[src/rtl/keypad_pkg.sv]
// Shared types and key mapping for the 4x4 keypad scanner.
package keypad_pkg;

    typedef enum logic [1:0] {
        SCAN      = 2'd0,
        DEB_PRESS = 2'd1,
        HELD      = 2'd2
    } state_t;

    localparam logic [3:0] KEY_A    = 4'd10;
    localparam logic [3:0] KEY_B    = 4'd11;
    localparam logic [3:0] KEY_C    = 4'd12;
    localparam logic [3:0] KEY_D    = 4'd13;
    localparam logic [3:0] KEY_STAR = 4'd14;
    localparam logic [3:0] KEY_HASH = 4'd15;

    // Physical layout: rows top to bottom, columns left to right.
    function automatic logic [3:0] keymap(input logic [1:0] r, input logic [1:0] c);
        logic [3:0] code;
        code = 4'd0;
        case ({r, c})
            4'h0: code = 4'd1;
            4'h1: code = 4'd2;
            4'h2: code = 4'd3;
            4'h3: code = KEY_A;
            4'h4: code = 4'd4;
            4'h5: code = 4'd5;
            4'h6: code = 4'd6;
            4'h7: code = KEY_B;
            4'h8: code = 4'd7;
            4'h9: code = 4'd8;
            4'hA: code = 4'd9;
            4'hB: code = KEY_C;
            4'hC: code = KEY_STAR;
            4'hD: code = 4'd0;
            4'hE: code = KEY_HASH;
            4'hF: code = KEY_D;
            default: code = 4'd0;
        endcase
        return code;
    endfunction

    // Lowest set row wins when several keys in one column are down.
    function automatic logic [1:0] lowest_row(input logic [3:0] rows);
        logic [1:0] r;
        r = 2'd0;
        for (int i = 3; i >= 0; i--) begin
            if (rows[i]) r = 2'(i);
        end
        return r;
    endfunction

endpackage

[src/rtl/sync2.sv]
// Generic two-flop synchronizer for asynchronous inputs.
module sync2 #(
    parameter int WIDTH = 1
) (
    input  logic             clk,
    input  logic             nrst,
    input  logic [WIDTH-1:0] d,
    output logic [WIDTH-1:0] q
);

    logic [WIDTH-1:0] meta;

    // NOTE: non-blocking assignments make both flops sample the old values, forming a true two-stage chain.
    always_ff @(posedge clk or negedge nrst) begin
        if (!nrst) begin
            meta <= '0;
            q    <= '0;
        end else begin
            meta <= d;
            q    <= meta;
        end
    end

endmodule

[src/rtl/keypad_scanner.sv]
// 4x4 keypad column scanner with press/release debounce and single-cycle keystrobe.
// Define KEYPAD_REPEAT_EN to add auto-repeat strobes while a key stays held.
module keypad_scanner
    import keypad_pkg::*;
#(
    parameter int SCAN_DIV        = 1000,
    parameter int DEBOUNCE_CYCLES = 10000,
    parameter int REPEAT_DELAY    = 500000,
    parameter int REPEAT_PERIOD   = 100000
) (
    input  logic       clk,
    input  logic       nrst,
    input  logic [3:0] row,
    output logic [3:0] col,
    output logic       keystrobe,
    output logic [3:0] keycode
);

    localparam int MAX_AB = (SCAN_DIV > DEBOUNCE_CYCLES) ? SCAN_DIV : DEBOUNCE_CYCLES;
    localparam int MAX_CD = (REPEAT_DELAY > REPEAT_PERIOD) ? REPEAT_DELAY : REPEAT_PERIOD;
    localparam int MAX_P  = (MAX_AB > MAX_CD) ? MAX_AB : MAX_CD;
    localparam int CNT_W  = $clog2(MAX_P + 1);

    typedef logic [CNT_W-1:0] cnt_t;

    localparam cnt_t CNT_MAX   = '1;
    localparam cnt_t SCAN_LAST = cnt_t'(SCAN_DIV - 1);
    localparam cnt_t DEB_LAST  = cnt_t'(DEBOUNCE_CYCLES - 1);

    function automatic cnt_t sat_inc(input cnt_t v);
        return (v == CNT_MAX) ? v : v + cnt_t'(1);
    endfunction

    logic [3:0] srow;

    sync2 #(.WIDTH(4)) u_row_sync (
        .clk  (clk),
        .nrst (nrst),
        .d    (row),
        .q    (srow)
    );

    state_t     state_q, state_d;
    logic [1:0] col_idx_q, col_idx_d;
    logic [1:0] row_sel_q, row_sel_d;
    cnt_t       scan_cnt_q, scan_cnt_d;
    cnt_t       deb_cnt_q, deb_cnt_d;
    logic [3:0] keycode_q, keycode_d;
    logic       strobe_q, strobe_d;
    logic       hit;

`ifdef KEYPAD_REPEAT_EN
    localparam cnt_t REP_FIRST_LAST = cnt_t'(REPEAT_DELAY - 1);
    localparam cnt_t REP_NEXT_LAST  = cnt_t'(REPEAT_PERIOD - 1);
    cnt_t rep_cnt_q, rep_cnt_d;
    logic rep_first_q, rep_first_d;
`endif

    assign hit = srow[row_sel_q];

    // NOTE: every output of this block gets a default first, so no path can infer a latch.
    always_comb begin
        state_d    = state_q;
        col_idx_d  = col_idx_q;
        row_sel_d  = row_sel_q;
        scan_cnt_d = scan_cnt_q;
        deb_cnt_d  = deb_cnt_q;
        keycode_d  = keycode_q;
        strobe_d   = 1'b0;
`ifdef KEYPAD_REPEAT_EN
        rep_cnt_d   = rep_cnt_q;
        rep_first_d = rep_first_q;
`endif
        case (state_q)
            SCAN: begin
                if (scan_cnt_q == SCAN_LAST) begin
                    scan_cnt_d = '0;
                    if (srow != 4'd0) begin
                        row_sel_d = lowest_row(srow);
                        deb_cnt_d = '0;
                        state_d   = DEB_PRESS;
                    end else begin
                        col_idx_d = col_idx_q + 2'd1;
                    end
                end else begin
                    scan_cnt_d = sat_inc(scan_cnt_q);
                end
            end
            DEB_PRESS: begin
                if (!hit) begin
                    state_d    = SCAN;
                    col_idx_d  = col_idx_q + 2'd1;
                    scan_cnt_d = '0;
                end else if (deb_cnt_q == DEB_LAST) begin
                    strobe_d  = 1'b1;
                    keycode_d = keymap(row_sel_q, col_idx_q);
                    deb_cnt_d = '0;
                    state_d   = HELD;
`ifdef KEYPAD_REPEAT_EN
                    rep_cnt_d   = '0;
                    rep_first_d = 1'b1;
`endif
                end else begin
                    deb_cnt_d = sat_inc(deb_cnt_q);
                end
            end
            HELD: begin
                if (hit) begin
                    deb_cnt_d = '0;
`ifdef KEYPAD_REPEAT_EN
                    if (rep_cnt_q == (rep_first_q ? REP_FIRST_LAST : REP_NEXT_LAST)) begin
                        strobe_d    = 1'b1;
                        rep_cnt_d   = '0;
                        rep_first_d = 1'b0;
                    end else begin
                        rep_cnt_d = sat_inc(rep_cnt_q);
                    end
`endif
                end else begin
`ifdef KEYPAD_REPEAT_EN
                    // Any release activity restarts the repeat schedule from the long delay.
                    rep_cnt_d   = '0;
                    rep_first_d = 1'b1;
`endif
                    if (deb_cnt_q == DEB_LAST) begin
                        state_d    = SCAN;
                        col_idx_d  = col_idx_q + 2'd1;
                        scan_cnt_d = '0;
                        deb_cnt_d  = '0;
                    end else begin
                        deb_cnt_d = sat_inc(deb_cnt_q);
                    end
                end
            end
            default: state_d = SCAN;
        endcase
    end

    always_ff @(posedge clk or negedge nrst) begin
        if (!nrst) begin
            state_q    <= SCAN;
            col_idx_q  <= 2'd0;
            row_sel_q  <= 2'd0;
            scan_cnt_q <= '0;
            deb_cnt_q  <= '0;
            keycode_q  <= 4'd0;
            strobe_q   <= 1'b0;
`ifdef KEYPAD_REPEAT_EN
            rep_cnt_q   <= '0;
            rep_first_q <= 1'b1;
`endif
        end else begin
            state_q    <= state_d;
            col_idx_q  <= col_idx_d;
            row_sel_q  <= row_sel_d;
            scan_cnt_q <= scan_cnt_d;
            deb_cnt_q  <= deb_cnt_d;
            keycode_q  <= keycode_d;
            strobe_q   <= strobe_d;
`ifdef KEYPAD_REPEAT_EN
            rep_cnt_q   <= rep_cnt_d;
            rep_first_q <= rep_first_d;
`endif
        end
    end

    assign col       = 4'b0001 << col_idx_q;
    assign keystrobe = strobe_q;
    assign keycode   = keycode_q;

endmodule

[config.mk]
export PLATFORM = sky130hd
export DESIGN_NAME = keypad_scanner
export DESIGN_NICKNAME = d
export VERILOG_FILES = /design/src/rtl/keypad_pkg.sv /design/src/rtl/sync2.sv /design/src/rtl/keypad_scanner.sv
export SDC_FILE = /design/constraint.sdc
export NUM_CORES = 1
export LEC_CHECK = 0
export ABC_CLOCK_PERIOD_IN_PS = 5500
export CELL_PAD_IN_SITES_DETAIL_PLACEMENT = 1
export CELL_PAD_IN_SITES_GLOBAL_PLACEMENT = 2
export CORE_AREA = 2 2 76 132
export DETAILED_ROUTE_END_ITERATION = 6
export DIE_AREA = 0 0 78 134
export PLACE_DENSITY_LB_ADDON = 0.1
export SYNTH_ARGS = -nofsm -noshare
export SYNTH_HDL_FRONTEND = slang
export SYNTH_SLANG_ARGS = --single-unit
export TNS_END_PERCENT = 10
[constraint.sdc]
create_clock -name clk -period 5.5 [get_ports clk]
set_input_delay 0.825 -clock clk [delete_from_list [all_inputs] [get_ports clk]]
set_output_delay 0.825 -clock clk [all_outputs]
set_load 0.02 [all_outputs]
# == Word-level counts from Yosys, hierarchy flattened ==
# Memories as Yosys holds them, arrays and structs flattened. A register that Yosys moved wholly into a read port is not among the register bits.
# Cells that the tools add are included.
# word_totals
reg_bits,53
romBits,64
output_inout_bits,9
elab_cells,74
mem_count,1
# mem_list
memory,words,width,rd,rd_clocked_by_memory_dff,write_ports,line_no,source
(name not given),16,4,1,1,0,keypad_pkg.sv:21,"case ({r, c})"
# classes
n_addsub,3
magnitude_cmp,1
n_eq_ne,15
shift,1
muxes,35
n_reduce_logical,10
# op_table
operator,n
$mux 19,11
$pmux 19 s3,2
$add 19x1->19 const B,2
$eq 19x19->1 const B,2
$mux 2,15
$eq 19x10->1 const B,1
$eq 19x14->1 const B,1
$ne 2x2->1 const B,7
$pmux 2 s3,2
$reduce_and 5->1,2
$ne 3x3->1 const B,2
$reduce_and 3->1,2
$reduce_and 6->1,1
$mux 1,4
$reduce_and 4->1,1
$reduce_bool 4->1,1
$shl 1x2->4 const A,1
$lt 2x3->1 const B,1
$reduce_bool 3->1,1
$add 2x1->2 const B,1
$bmux 1 s2,1
$eq 2x1->1 const B,1
$eq 2x2->1 const B,1
$logic_not 2->1,1
$logic_not 1->1,1

# == Logic depth before layout (Yosys ltp) ==
# Gate-level depths: netlist (run 1).
# logic_depth
depth_word,5
mapped_depth,9
ltp_nobuf,8

# == By module ==
# A second synthesis (run 1) with hierarchy kept.
# unflattened
cells_unflattened,349
hier_area_um2,3261.9
# modules_own_cells
mod,instances,cells_per_inst,area_each_um2,seq_area_each_um2
keypad_scanner,1,341,3061.7,1226.2
sync2,1,8,200.2,200.2

# == Least setup slack after synthesis (run 1) ==
# No wires, ideal clock.
# synth_timing
kind,reg2reg
from,register scan_cnt_q[4]
to,register deb_cnt_q[11]
arrival_time_ps,2388
t_required_ps,5382
setup_slack_ps,2994
path_stages_with_launch,9
path_buffers,2
synth_period_minus_slack_ps,2506
cell_sequence,dfrtp_1 > or4b_1 > or4_4 > o31ai_4 > nand2_1 > nor2b_1 > buf_4 > buf_4 > nor2_1
# synth_via
elab_chain_cells,3
# synth_rtl
element,line_no,source
start: declaration,keypad_scanner.sv:46,"cnt_t scan_cnt_q, scan_cnt_d;"
start signal: assignment,keypad_scanner.sv:156,scan_cnt_q <= scan_cnt_d;
$eq 19x10->1,keypad_scanner.sv:76,if (scan_cnt_q == SCAN_LAST) begin
$ne 2x2->1 (no source line),--,
$reduce_and 4->1 (no source line),--,
end signal: assignment,keypad_scanner.sv:157,deb_cnt_q <= deb_cnt_d;
end: declaration,keypad_scanner.sv:47,"cnt_t deb_cnt_q, deb_cnt_d;"
# Every way passes these cells.
# A chain may end at the register's enable or synchronous reset.

# == Worst setup path after layout (run 1) ==
# layout_timing
from,register scan_cnt_q[4]
to,register deb_cnt_q[13]
# The elaborated chain is that of the path after synthesis.

==> results of run 1 <==
power by group through the flow:
stage / clock network [mW] / logic, mW / registers (mW)
5_1_grt: 0.555 / 0.0171 / 0.425
3_5_place_dp: 0 / 0.0159 / 0.432
3_3_place_gp: 0 / 0.0156 / 0.432
2_1_floorplan: 0 / 0.00239 / 0.431
4_1_cts: 0.538 / 0.0159 / 0.425
6_report: 0.520 / 0.0147 / 0.425
critical path, stage by stage, from the launching register on:
cell and delay [ps]:
dfrtp_1 440, or4b_1 570, or4_4 470, o31ai_4 780
nand2_1 210, nor2b_1 160, buf_4 250, nor2_1 90
final timing paths:
kind	cells after the start	from	end	slack [ps]
max	7	scan_cnt_q[4]$_DFFE_PN0P_	deb_cnt_q[13]$_DFFE_PN0P_	2410
max in group asynchronous	2	nrst	keycode[2]$_DFFE_PN0P_	4340
max reg2reg	7	scan_cnt_q[4]$_DFFE_PN0P_	deb_cnt_q[13]$_DFFE_PN0P_	2410
min reg2reg	0	u_row_sync.meta[1]$_DFF_PN0_	u_row_sync.q[1]$_DFF_PN0_	350
min	0	u_row_sync.meta[1]$_DFF_PN0_	u_row_sync.q[1]$_DFF_PN0_	350
min in group asynchronous	2	nrst	deb_cnt_q[0]$_DFFE_PN0P_	630
metal layers:
| layer | GRT usage (%) | vias to the layer above | wire [um] |
|---|---|---|---|
| met1 | 18.40 | 1343 | 3280 |
| met5 | 0 | - | 0 |
| li1 | - | 1303 | - |
| met4 | 6.238 | 0 | 123 |
| met2 | 36.69 | 13 | 5336 |
| met3 | 3.634 | 9 | 135 |
cell usage in the layout, fill, tap and decap left out, types with 4 or more instances in the layout:
cell,count
o31ai_1,8
mux2_2,5
nand2_1,33
nor3_1,6
and3_1,10
nand4_1,10
a211oi_1,4
and2_1,7
nand3_1,30
inv_1,9
ha_1,12
xor2_1,13
clkdlybuf4s50_1,13
clkinvlp_4,4
nor2_1,36
dfrtp_1,57
o21ai_0,22
nor4_1,11
buf_4,5
clkbuf_16,9
a21oi_1,15
kinds of logic after synthesis:
| kind of cell | after synthesis | share of synthesized area (%) |
|---|---|---|
| adder cells (fa/ha/maj) | 12 | 4.689 |
| buffers and inverters | 19 | 2.500 |
| multiplexers | 8 | 3.087 |
| AO/OA/AOI/OAI | 69 | 14.65 |
| XOR/XNOR | 14 | 3.830 |
| AND/OR/NAND/NOR | 166 | 26.69 |
| flip-flops | 57 | 44.55 |
state kept, by name, indices dropped and copies added, names as in the netlist:
signal / flops
keystrobe: 1
deb_cnt_q: 19
keycode: 4
row_sel_q: 2
u_row_sync.meta: 4
scan_cnt_q: 19
state_q: 2
col_idx_q: 2
u_row_sync.q: 4
area by class of cell:
type,instances,area [um2]
clock buffers,9,225.2
clock inverters,7,56.30
fillers,1082,5647
inverters,9,33.78
multi-input cells,269,1695
flip-flops and latches,57,1426
well taps,122,152.6
repair buffers,19,172.7
per-stage QoR:
step	std cells	utilization (%)	power, mW
finish	492	39.99	0.9594
CTS	492	39.99	0.9790
global placement	476	36.99	0.4477
global route	492	39.99	0.9968
floorplan	345	-	0.4339
detailed placement	476	36.99	0.4480
==> qor.txt, run 1 <==
status: completed
switching power: 0.2257 mW
Max Transition Viols Final: 0
global-route usage over all layers: 18.41%
Rows: 47
# hold bufs at CTS: 0
Core Area: 9409 um2
worst clock skew: 4.228 ps
Min-Delay Path Class: reg -> reg
antenna violations before repair: 0
io pins: 15
Initial Util: 34.03%
CTS sink cnt: 57
DP HPWL: 6513 um
synthesized area: 3202 um2
Syn Area/Cell: 9.281 um2
Final Cycle Share: 56.14%
first-pass GRT wire length: 14790 um
worst slew pin tran: 1098 ps
clock power share: 54.2%
Clock Tree Root: clkbuf_16
setup slack at placement: 2345 ps
combinational share of power: 1.5%
number of remaining DRC errors: 0
Layout area overhead: 17.51%
placed cell areas: 3481 um2
Yosys reg bits: 57
P per Cell Area: 255.0 nW/um2
routed len/inst: 18.04 um
ANT cells: 0
sw frac: 23.52%
die span in x: 78 um
Worst Path Max Fanout: 19
Worst-path clk slew: 60 ps
# setup viols final: 0
fmax: 0.3239 GHz
antenna-violating nets left: 0
FFs w/ async S/R, synth: 100.0%
cts bufs inserted: 9
Final nets: 383
Vias/cell: 5.423
Synthesis Warnings: 0
routability congestion estimate: 0.7918
htree depth: 3
Sequential Power Share: 44.3%
share of layout cells above drive strength 1: 9.189%
Synth area leaders: dfrtp_1, ha_1, nand3_1
share of the synthesized area in the top cell type: 44.55%
Synth top cells by count: dfrtp_1, nor2_1, nand2_1
WHS: 345.6 ps
relative slew slack: 26.13%
fin worst setup slack: 2412 ps
Primary FF master, synth: dfrtp_1
vias in the first global route: 2921
final setup TNS: 0 ps
worst IR drop on VDD: 0.1484 mV
Setup CP Type: reg -> reg
Via Count: 2668
internal power: 0.7337 mW
RSZ-0062 raised after global routing: false
EDFF count, synth: 0
die height: 134 um
die area: 10450 um2
clk buf depth: 2
CTS tree: yes
Fin. Hold Viols: 0
clk_lat worst skew: 330 ps
syn nets: 363
Resized Gates After CTS: 0
fin area: 3762 um2
Worst EP required: 5710 ps
leakage: 1.543 nW
largest net degree at the start of global routing: 58
GRT overflow: 0
Worst Setup End Kind: register
synthesized instance count: 345
Crit path arrival time: 3300 ps
setup bufs post-CTS: 0
fin crit period: 3088 ps
most frequent cell after synthesis: dfrtp_1
Startpoint Class: register
post-synthesis sequential area ratio: 44.55%
Synth area leader: dfrtp_1
Port Buffers: 14
router iterations before antenna repair: 4
Max-cap violations: 0
Yosys cell types: 51
WL final: 8876 um
Initial DRC Count: 102
(Power assumes the default switching activity.)
==> run 2, diff against run 1 <==
--- a/config.mk
+++ b/config.mk
@@ -5,7 +5,7 @@
 export SDC_FILE = /design/constraint.sdc
 export NUM_CORES = 1
 export LEC_CHECK = 0
-export ABC_CLOCK_PERIOD_IN_PS = 5500
+export ABC_CLOCK_PERIOD_IN_PS = 2840
 export CELL_PAD_IN_SITES_DETAIL_PLACEMENT = 1
 export CELL_PAD_IN_SITES_GLOBAL_PLACEMENT = 2
 export CORE_AREA = 2 2 76 132
==> constraint.sdc (replaced) <==
create_clock -name clk -period 2.84 [get_ports clk]
set_input_delay 0.426 -clock clk [delete_from_list [all_inputs] [get_ports clk]]
set_output_delay 0.426 -clock clk [all_outputs]
set_load 0.02 [all_outputs]
==> run 2 against run 1 <==
Worst hold slack got worse by 160 ps. Global-route usage increased by 1.1 points. Worst setup slack worse by 2200 ps. Via count up 5.7%. Count of clock-buffer cells in the layout increased by 1. Die area unchanged. Sequential power up 93%. Largest cell class unchanged. Register-to-register slack lost 2200 ps. Critical path depth down 1. Routed wire length rose by 4.5%.
==> qor.txt, run 2 (synthesis results as in run 1) <==
WL final: 9274 um
largest net degree at the start of global routing: 33
Max-cap violations: 0
DP HPWL: 6997 um
Worst-path clk slew: 60 ps
router iterations before antenna repair: 4
placed cell areas: 3606 um2
GRT overflow: 0
clk buf depth: 2
ANT cells: 0
Core Area: 9409 um2
# setup viols final: 0
Setup CP Type: reg -> reg
antenna violations before repair: 0
first-pass GRT wire length: 15570 um
cts bufs inserted: 9
Crit path arrival time: 2860 ps
RSZ-0062 raised after global routing: false
relative slew slack: 46.01%
status: completed
Initial DRC Count: 104
CTS sink cnt: 57
Rows: 47
leakage: 1.651 nW
# hold bufs at CTS: 0
Layout area overhead: 22.94%
Final Cycle Share: 92.74%
routed len/inst: 18.29 um
worst clock skew: 6.945 ps
Resized Gates After CTS: 0
number of remaining DRC errors: 0
Worst EP required: 3060 ps
reg2reg start: deb_cnt_q[7]$_DFFE_PN0P_
commonest cells after routing, fill and taps aside: dfrtp_1, nor2_1, nand2_1
P per Cell Area: 519.3 nW/um2
Initial Util: 34.03%
worst reg2reg path depth: 6
clk_lat worst skew: 330 ps
Port Buffers: 14
Clock Tree Root: clkbuf_16
Via Count: 2819
share of layout cells above drive strength 1: 12.73%
Reg2Reg Setup Slack: 210 ps
die span in x: 78 um
htree depth: 3
Max Transition Viols Final: 0
global-route usage over all layers: 19.56%
die height: 134 um
Fin. Hold Viols: 0
fin crit period: 2634 ps
crit path buf inv count: 1
Worst Setup End Kind: register
family with the most delay on the worst path: simple AND/OR/NAND/NOR gates
die area: 10450 um2
fin area: 3936 um2
top flop regs: deb_cnt_q (19), scan_cnt_q (19)
final setup TNS: 0 ps
crit-path cells: or4_1 -> or3b_1 -> o32ai_4 -> nand3_1 -> buf_4 -> o31ai_1
fmax: 0.3797 GHz
worst IR drop on VDD: 0.3139 mV
worst r2r dst: scan_cnt_q[14]$_DFFE_PN0P_
CTS tree: yes
Final nets: 398
routability congestion estimate: 0.7899
crit path max-delay cell type: or4_1
setup bufs post-CTS: 0
vias in the first global route: 3025
Vias/cell: 5.560
Worst Path Max Fanout: 7
worst slew pin tran: 809.9 ps
commonest non-fill, non-tap cell in the layout: dfrtp_1
CP peak stage delay: 560 ps
Startpoint Class: register
Min-Delay Path Class: in -> async
antenna-violating nets left: 0
io pins: 15
==> run 2: worst max path at each step <==
stage	from	endpoint	slack (ps)	cells past startpoint
finish	deb_cnt_q[7]$_DFFE_PN0P_	scan_cnt_q[14]$_DFFE_PN0P_	210	6
global placement	scan_cnt_q[4]$_DFFE_PN0P_	deb_cnt_q[3]$_DFFE_PN0P_	260	7
floorplan	scan_cnt_q[4]$_DFFE_PN0P_	deb_cnt_q[11]$_DFFE_PN0P_	330	8
CTS	deb_cnt_q[7]$_DFFE_PN0P_	scan_cnt_q[14]$_DFFE_PN0P_	180	6
detailed placement	scan_cnt_q[4]$_DFFE_PN0P_	deb_cnt_q[3]$_DFFE_PN0P_	220	7
global route	deb_cnt_q[7]$_DFFE_PN0P_	scan_cnt_q[12]$_DFFE_PN0P_	70	6
==> run 2: area by class of cell <==
| type | instances | area (um2) |
|---|---|---|
| inverters | 9 | 33.78 |
| repair buffers | 34 | 297.8 |
| well taps | 122 | 152.6 |
| fillers | 1106 | 5473 |
| clock inverters | 6 | 91.34 |
| multi-input cells | 269 | 1695 |
| flip-flops and latches | 57 | 1426 |
| clock buffers | 10 | 239.0 |
==> run 2: power breakdown <==
part	internal, mW	leakage [nW]	switching [mW]
clock network	0.792	0.151	0.398
logic	0.00916	0.736	0.0220
registers	0.819	0.764	0.00387
==> run 2: through the flow <==
step	setup slack, ps	hold slack, ps	util, %	power [mW]	instances
after global routing	72.72	242.6	41.84	2.126	507
after CTS	179.7	214.3	41.84	2.075	507
after global placement	260.0	334.2	38.32	0.8689	491
after floorplan	333.6	130.4	-	0.8402	345
after detailed placement	219.5	335.6	38.32	0.8698	491
final	206.3	188.0	41.84	2.044	507
==> run 2: layer usage <==
| metal | global-route usage [%] | wire length, um |
|---|---|---|
| met4 | 7.797 | 231 |
| met2 | 39.18 | 5486 |
| met1 | 18.64 | 3397 |
| met3 | 4.172 | 158 |
| met5 | 0 | 0 |
